`src/rtl/seg7_scan_driver.sv`:
```
// seg7_scan_driver: time-multiplexed driver for a common-anode 7-segment display.
// The bench-facing view of the display is a nibble word. It is captured on
// `load` and committed only at a frame boundary, so one frame never shows a mix
// of old and new digits. Each digit slot starts with a forced blank interval to
// suppress ghosting. Hex glyphs and leading-zero suppression are optional.
//
// Ports:
//   clk         system clock, rising edge
//   rst_n       synchronous active-low reset
//   load        one-cycle strobe capturing value/hex_en/lz_en
//   value       packed nibbles, digit i = value[4i+3:4i], digit 0 least significant
//   hex_en      1: codes 10..15 show A,b,C,d,E,F; 0: those codes blank
//   lz_en       1: leading zero digits blank (digit 0 never blanks)
//   seg         active-low segments {g,f,e,d,c,b,a}
//   an          active-low digit enables, at most one low
//   frame_start one-cycle pulse on the first cycle of each frame
//   pending     a captured value is waiting for the next frame boundary
module seg7_scan_driver #(
  parameter int unsigned DIGITS    = 3,
  parameter int unsigned SCAN_DIV  = 50000,
  parameter int unsigned BLANK_CYC = 4
) (
  input  logic                  clk,
  input  logic                  rst_n,
  input  logic                  load,
  input  logic [4*DIGITS-1:0]   value,
  input  logic                  hex_en,
  input  logic                  lz_en,
  output logic [6:0]            seg,
  output logic [DIGITS-1:0]     an,
  output logic                  frame_start,
  output logic                  pending
);

  localparam int unsigned VAL_W = 4 * DIGITS;
  localparam int unsigned CNT_W = (SCAN_DIV > 1) ? $clog2(SCAN_DIV) : 1;
  localparam int unsigned DIG_W = (DIGITS > 1) ? $clog2(DIGITS) : 1;

  localparam logic [CNT_W-1:0] CNT_MAX   = CNT_W'(SCAN_DIV - 1);
  localparam logic [CNT_W-1:0] CNT_BLANK = CNT_W'(BLANK_CYC);
  localparam logic [DIG_W-1:0] DIG_MAX   = DIG_W'(DIGITS - 1);
  localparam logic [6:0]       SEG_OFF   = 7'h7F;

  // Display word plus its rendering modes, kept together so they commit atomically.
  typedef struct packed {
    logic [VAL_W-1:0] value;
    logic             hex_en;
    logic             lz_en;
  } disp_cfg_t;

  // Slot phase, derived purely from the slot counter.
  typedef enum logic {
    PH_BLANK = 1'b0,
    PH_DRIVE = 1'b1
  } phase_t;

  // Registered state
  logic             run_q;
  logic [CNT_W-1:0] cnt_q;
  logic [DIG_W-1:0] dig_q;
  disp_cfg_t        shadow_q;
  disp_cfg_t        disp_q;
  logic             pending_q;
  logic [6:0]       seg_q;
  logic [DIGITS-1:0] an_q;
  logic             fs_q;

  // Next-state values
  logic             run_d;
  logic [CNT_W-1:0] cnt_d;
  logic [DIG_W-1:0] dig_d;
  disp_cfg_t        shadow_d;
  disp_cfg_t        disp_d;
  logic             pending_d;
  logic [6:0]       seg_d;
  logic [DIGITS-1:0] an_d;
  logic             fs_d;

  // Combinational helpers
  disp_cfg_t        load_cfg;
  logic             boundary;
  phase_t           phase;
  logic [VAL_W-1:0] upper;
  logic [3:0]       nibble;
  logic             lz_blank;

  // Active-low glyph for one nibble; undefined hex codes blank unless enabled.
  function automatic logic [6:0] glyph(input logic [3:0] code, input logic hex);
    logic [6:0] g;
    g = SEG_OFF;
    case (code)
      4'h0: g = 7'b1000000;
      4'h1: g = 7'b1111001;
      4'h2: g = 7'b0100100;
      4'h3: g = 7'b0110000;
      4'h4: g = 7'b0011001;
      4'h5: g = 7'b0010010;
      4'h6: g = 7'b0000010;
      4'h7: g = 7'b1111000;
      4'h8: g = 7'b0000000;
      4'h9: g = 7'b0010000;
      4'hA: g = hex ? 7'b0001000 : SEG_OFF;
      4'hB: g = hex ? 7'b0000011 : SEG_OFF;
      4'hC: g = hex ? 7'b1000110 : SEG_OFF;
      4'hD: g = hex ? 7'b0100001 : SEG_OFF;
      4'hE: g = hex ? 7'b0000110 : SEG_OFF;
      4'hF: g = hex ? 7'b0001110 : SEG_OFF;
      default: g = SEG_OFF;
    endcase
    return g;
  endfunction

  // State register
  always_ff @(posedge clk) begin
    if (!rst_n) begin
      run_q     <= 1'b0;
      cnt_q     <= '0;
      dig_q     <= '0;
      shadow_q  <= '0;
      disp_q    <= '0;
      pending_q <= 1'b0;
      seg_q     <= SEG_OFF;
      an_q      <= '1;
      fs_q      <= 1'b0;
    end else begin
      run_q     <= run_d;
      cnt_q     <= cnt_d;
      dig_q     <= dig_d;
      shadow_q  <= shadow_d;
      disp_q    <= disp_d;
      pending_q <= pending_d;
      seg_q     <= seg_d;
      an_q      <= an_d;
      fs_q      <= fs_d;
    end
  end

  // Scan sequencing, load/commit handling and output decode.
  // Outputs are decoded from the next-state values so that the registered
  // outputs always match the registered cnt/dig with no added latency.
  always_comb begin
    run_d     = 1'b1;
    cnt_d     = cnt_q;
    dig_d     = dig_q;
    shadow_d  = shadow_q;
    disp_d    = disp_q;
    pending_d = pending_q;
    boundary  = 1'b0;
    seg_d     = SEG_OFF;
    an_d      = '1;
    fs_d      = 1'b0;
    upper     = '0;
    nibble    = '0;
    lz_blank  = 1'b0;
    phase     = PH_BLANK;

    load_cfg.value  = value;
    load_cfg.hex_en = hex_en;
    load_cfg.lz_en  = lz_en;

    // The first edge after reset release opens frame 0 at cnt=0/dig=0.
    if (!run_q) begin
      cnt_d    = '0;
      dig_d    = '0;
      boundary = 1'b1;
    end else if (cnt_q == CNT_MAX) begin
      cnt_d = '0;
      if (dig_q == DIG_MAX) begin
        dig_d    = '0;
        boundary = 1'b1;
      end else begin
        dig_d = dig_q + DIG_W'(1);
      end
    end else begin
      cnt_d = cnt_q + CNT_W'(1);
    end

    if (load) begin
      shadow_d  = load_cfg;
      pending_d = 1'b1;
    end

    // A load coinciding with the boundary bypasses straight into the display.
    if (boundary) begin
      if (load) begin
        disp_d    = load_cfg;
        pending_d = 1'b0;
      end else if (pending_q) begin
        disp_d    = shadow_q;
        pending_d = 1'b0;
      end
    end

    phase = (cnt_d < CNT_BLANK) ? PH_BLANK : PH_DRIVE;
    fs_d  = (cnt_d == '0) && (dig_d == '0);

    // Nibbles from the current digit upward; all-zero means a leading zero.
    upper  = disp_d.value >> {dig_d, 2'b00};
    nibble = upper[3:0];
    if (disp_d.lz_en && (dig_d != '0)) begin
      lz_blank = (upper == '0);
    end

    case (phase)
      PH_DRIVE: begin
        an_d = ~(DIGITS'(1) << dig_d);
        if (!lz_blank) begin
          seg_d = glyph(nibble, disp_d.hex_en);
        end
      end
      default: begin
        an_d  = '1;
        seg_d = SEG_OFF;
      end
    endcase
  end

  assign seg         = seg_q;
  assign an          = an_q;
  assign frame_start = fs_q;
  assign pending     = pending_q;

endmodule

```
`config.mk`:
```
export PLATFORM = sky130hd
export DESIGN_NAME = seg7_scan_driver
export DESIGN_NICKNAME = d
export VERILOG_FILES = /design/src/rtl/seg7_scan_driver.sv
export SDC_FILE = /design/constraint.sdc
export NUM_CORES = 1
export LEC_CHECK = 0
export BUFFER_PORTS_ARGS = -buffer_cell sky130_fd_sc_hd__buf_2
export CELL_PAD_IN_SITES_DETAIL_PLACEMENT = 0
export CELL_PAD_IN_SITES_GLOBAL_PLACEMENT = 2
export CORE_UTILIZATION = 38
export CTS_BUF_LIST = sky130_fd_sc_hd__clkbuf_8
export CTS_CLUSTER_SIZE = 30
export DETAILED_ROUTE_END_ITERATION = 10
export PLACE_DENSITY_LB_ADDON = 0.1
export SYNTH_ARGS = -nofsm -noshare
export SYNTH_HDL_FRONTEND = slang
export SYNTH_SLANG_ARGS = --single-unit
export TNS_END_PERCENT = 10
```
`constraint.sdc`:
```
create_clock -name clk -period 3.25 [get_ports clk]
set_input_delay 0.4875 -clock clk [delete_from_list [all_inputs] [get_ports clk]]
set_output_delay 0.4875 -clock clk [all_outputs]
set_load 0.01 [all_outputs]
```
# After elaboration in Yosys (flattened, before gate mapping)
# Index checks and enable logic that the tools add are counted.
dict set report totals {
  inputBits 17
  output_inout_bits 12
  n_memories 0
  ramBits 0
  rom_bits 0
  ff_bits 59
  latchBits 0
}
dict set report classes {
  n_shift 2
  mux 24
  n_eq_ne 17
  div_mod_pow 0
  mul 0
  reduce_logical 9
  addsub 2
  order_cmp 1
  bitwise 2
}
# operator n
set ops {}
lappend ops {{$pmux W7 S16} 1}
lappend ops {{$mux W14} 3}
lappend ops {{$mux W7} 5}
lappend ops {{$eq A4 B4 Y1 const B} 8}
lappend ops {{$mux W16} 2}
lappend ops {{$add A16 B1 Y16 const B} 1}
lappend ops {{$eq A16 B16 Y1 const B} 1}
lappend ops {{$eq A4 B3 Y1 const B} 4}
lappend ops {{$logic_not A16 Y1} 1}
lappend ops {{$lt A16 B3 Y1 const B} 1}
lappend ops {{$logic_not A12 Y1} 1}
lappend ops {{$shr A12 B4 Y12} 1}
lappend ops {{$mux W1} 9}
lappend ops {{$eq A4 B2 Y1 const B} 2}
lappend ops {{$mux W2} 3}
lappend ops {{$mux W6} 1}
lappend ops {{$eq A4 B1 Y1 const B} 1}
lappend ops {{$logic_not A4 Y1} 1}
lappend ops {{$not A3 Y3} 1}
lappend ops {{$reduce_or A3 Y1} 1}
lappend ops {{$shl A1 B2 Y3 const A} 1}
lappend ops {{$add A2 B1 Y2 const B} 1}
lappend ops {{$eq A2 B2 Y1 const B} 1}
lappend ops {{$logic_and A1 B1 Y1} 2}
lappend ops {{4 further kinds} 4}

# Depth between registers and ports, before layout
dict set report logic_depth {
  word_depth 9
  ltp_mapped 13
  ltp_nobuf 10
}

# Worst setup path before layout
# Ideal clock, no wire load.
dict set report synth_path {
  path_kind {register to register}
  from {register cnt_q[0]}
  to {register seg_q[6], in the netlist seg[6]}
  t_arrival_ps 2645
  t_required_ps 3124
  n_path_buf 2
  slack_ps 478
  setup_ps 126
  period_less_slack_ps 2772
  path_stages_with_launch 13
  cell_sequence {dfxtp_1 > ha_1 > and4b_4 > and4_1 > buf_6 > mux2_4 > and2_4 > and3_1 > a221o_1 > buf_6 > and2_4 > a211oi_2 > o21ai_1}
}
dict set report synth_via {
  elab_chain_len 8
}
# item line
set synth_lines {}
lappend synth_lines {{start, declared} 59} ;# logic [CNT_W-1:0] cnt_q;
lappend synth_lines {{start signal, assigned} 127} ;# cnt_q <= cnt_d;
lappend synth_lines {{branches (longest 8 deep; another with $add A16 B1 Y16)} -}
lappend synth_lines {{end signal, assigned} 132} ;# seg_q <= seg_d;
lappend synth_lines {{end, declared} 64} ;# logic [6:0] seg_q;
# Parallel ways; which one is timed is not known.
# A chain may end at the register's enable or synchronous reset.

# Worst setup path after layout
# Ends and elaborated chain as after synthesis.

==> summary.txt <==
Worst hold path
  – HP Start: value[9]
  – Hold/Removal Path Class: primary input to register
  – Hold path cells: 3
  – Endpoint, Worst Hold: shadow_q[11]$_SDFFE_PN0P_

Synth
  – #FFs+latches synth: 59
  – Synth Net Count: 401
  – Post-Synth Adder-Cell Area: 0.00376
  – Syn Inst Count: 383
  – Combinational family with the most area after synthesis: simple AND/OR/NAND/NOR gates
  – Ys flop type: dfxtp_1
  – Cell variety after synth: 71
  – Yosys warnings: 0
  – FFs w/ async S/R, synth: 0
  – Synth Area in XOR/XNOR: 0.0448
  – Post-synthesis sequential area ratio: 0.355
  – Avg Cell Area, Syn: between 8 and 9 sq um
  – Post-synthesis mux area share: 0.0486
  – Synthesized area: 3320 sq um
  – Number of enable flip-flop cells after synthesis: 0
  – Compound-Gate Fraction of Synth Area: 0.225
  – Synth Area in Simple Gates: 0.266

Detailed routing
  – Vias: 2903
  – Drt drc: 0
  – Top sig layer: met4
  – Initial DRC count: 143
  – Met3 WL post-DR: 273 microns
  – Detailed Route WL: 8170 microns
  – Metal2 WL: 3670 microns
  – Antenna-violating nets left: 0
  – M1 wire length: a little over 4000 microns
  – Via/cell ratio: 5.46
  – WL per Instance: 15.4 microns
  – DRT Pass-1 Iters: 4

CTS
  – Num CTS Buffers: 9
  – Clk_lat worst skew: 0.35 ns
  – CTS tree: built
  – CTS Sinks: 59
  – Reg clk slew, reported paths: roughly 0.07 ns
  – Clock Path Buffers: 2
  – Root buf cell: clkbuf_8
  – H-tree levels: 3

Global route
  – First-pass GRT wire length: 13300 microns
  – Largest net degree at the start of global routing: 26
  – Vias in the first global route: 2645
  – Initial antenna violation count: 0
  – Total gr overflow: 0
  – GRT Overall Usage: 0.194

Worst setup path
  – Setup CP Type: register to register
  – CP Launch Point: cnt_q[0]$_SDFF_PN0_
  – Crit. End Element: register
  – Worst R2R Path Depth: 11
  – CP Data Arrival Time: 3.28 ns
  – Critical Path Fanout Max: 10
  – Reg2reg start: cnt_q[0]$_SDFF_PN0_
  – CP Launch Type: register
  – Req. time, crit path: approximately 3.5 ns
  – Setup slack, reg-to-reg: 0.19 ns
  – Reg2reg end: seg[6]$_SDFF_PP1_

Place
  – Post-DP HPWL: 5780 microns
  – Port Buffers: 28
  – Post-Place Cells: 514
  – Placed cell area: approximately 3600 sq um
  – Routability Congestion: ~0.8

Timing
  – Tightest Pin Transition: 0.706 ns
  – Final Slew Violations: 0
  – Final worst-path cycle share: 0.941
  – RSZ-0062 raised after global routing: yes
  – Setup TNS: 0 ns
  – Fin crit period: 3.06 ns
  – Final hold violation count: 0
  – Worst slew margin: 0.529
  – Fmax: 327 MHz
  – Setup Viol. Count Final: 0
  – Clock Skews: 0.00981 ns

Pwr
  – PwrDens: 463 nW/um^2
  – VDD IR max: 0.175 mV
  – LEAKAGE: about 1.5 nW
  – Power, Total: 1.79 mW

Die
  – Initial core utilization: 0.399
  – Die span in y: 95.5 microns
  – FP Rows: 33
  – Die Footprint: slightly above 9000 sq um
  – Die Wd: approximately 96 microns
  – Core ar.: 8340 sq um
  – Top-Level Pins: 29

Final layout
  – Antenna Diode Count: 0
  – Storage element area: 1180 sq um
  – Commonest non-fill, non-tap cell in the layout: nor2_1
  – Nets: between 400 and 500
  – Design Area, Final: 3870 sq um
  – Filler cells: 850
  – Final core occ: 0.464
  – Area of the multi-input gates: 1960 sq um
  – Most frequent cells in the layout: nor2_1 (60), dfxtp_1 (59), nand2_1 (29), buf_2 (28), buf_4 (26)
  – Final std cells w/o fill: 532
  – Area Overhead vs Synth: 16.3%
  – Share of cells above drive strength 1: 0.237

Status
  – Status: finished, final reports clean

Job
  – MaxCap Viol Count: 0
## critical path: stages, from the launching register on
cell and delay (ns):
dfxtp_1 0.40, ha_1 0.20, and4b_4 0.26, and4_1 0.27, buf_4 0.22, mux2_4 0.32
and2_4 0.18, and3_1 0.19, a221o_2 0.42, and2_4 0.19, a211oi_2 0.20, o21ai_1 0.09
## flip-flops by register name (all words and copies together), names as in the netlist
register     count
run_q            1
pending          1
frame_start      1
shadow_q        14
dig_q            2
cnt_q           16
disp_q          14
seg              7
an               3
## repair_timing
| action | 4_1_cts | 5_1_grt |
|---|---|---|
| gates resized for setup | 0 | 2 |
| setup endpoints to repair | 0 | 7 |
| hold buffers | 0 | 0 |
| setup buffers | 0 | 2 |
## worst max-delay path by stage
| stage | end | depth (start not counted) | slack, ns |
|---|---|---|---|
| 2_1_floorplan | seg[6]$_SDFF_PP1_ | 12 | 0.48 |
| 3_3_place_gp | seg[3]$_SDFF_PP1_ | 11 | 0.19 |
| 3_5_place_dp | seg[3]$_SDFF_PP1_ | 11 | 0.15 |
| 4_1_cts | seg[6]$_SDFF_PP1_ | 11 | 0.12 |
| 5_1_grt | seg[3]$_SDFF_PP1_ | 11 | -0.004 |
| 6_report | seg[6]$_SDFF_PP1_ | 11 | 0.19 |
## cells by family (layout without fill, tap and decap cells)
family	count (synthesis)	in the layout
mux	15	15
fa+ha+maj	1	1
xor+xnor	17	17
flops	59	59
simple gates	169	169
compound gates	88	88
buf+inv	34	78
## power breakdown
group | switching, mW | internal, mW | total, mW
Combinational | 0.139 | 0.103 | 0.242
Clock | 0.311 | 0.470 | 0.781
Sequential | 0.0206 | 0.748 | 0.769
## synth_stat cells, drive strengths merged (7+ instances only)
| master | instances | area, sq um |
|---|---|---|
| nand2b | 8 | 50.1 |
| xor2 | 7 | 61.3 |
| inv | 8 | 30.0 |
| nor2 | 61 | 236 |
| mux2i | 12 | 120 |
| dfxtp | 59 | 1180 |
| nor3 | 8 | 40.0 |
| and3 | 7 | 43.8 |
| nand2 | 31 | 121 |
| xnor2 | 10 | 87.6 |
| a21oi | 21 | 131 |
| and2 | 10 | 70.1 |
| nand3 | 15 | 85.1 |
| clkbuf | 12 | 45.0 |
| o21ai | 9 | 56.3 |
| o22ai | 9 | 68.8 |
| buf | 14 | 114 |
## metal layers
| metal | global-route usage | vias to the layer above |
|---|---|---|
| li1 | - | 1462 |
| met2 | 0.295 | 51 |
| met5 | 0 | - |
| met3 | 0.0319 | 11 |
| met1 | 0.266 | 1379 |
| met4 | 0.0883 | 0 |
## final cells by class
cell class | instances | share of cell area
Clock buffer | 11 | 0.0392
Clock inverter | 5 | 0.0194
Inverter | 8 | 0.00777
Multi-Input combinational cell | 290 | 0.507
Sequential cell | 59 | 0.306
Tap cell | 105 | 0.0340
Timing Repair Buffer | 54 | 0.0867
## metrics by stage
stage / setup WS, ns / hold WS, ns
after floorplan: 0.478 / 0.444
after global placement: 0.190 / 0.462
after detailed placement: 0.147 / 0.475
after CTS: 0.120 / 0.379
after global routing: -0.00388 / 0.387
final: 0.190 / 0.391
Power figures use the tool's default switching activity.
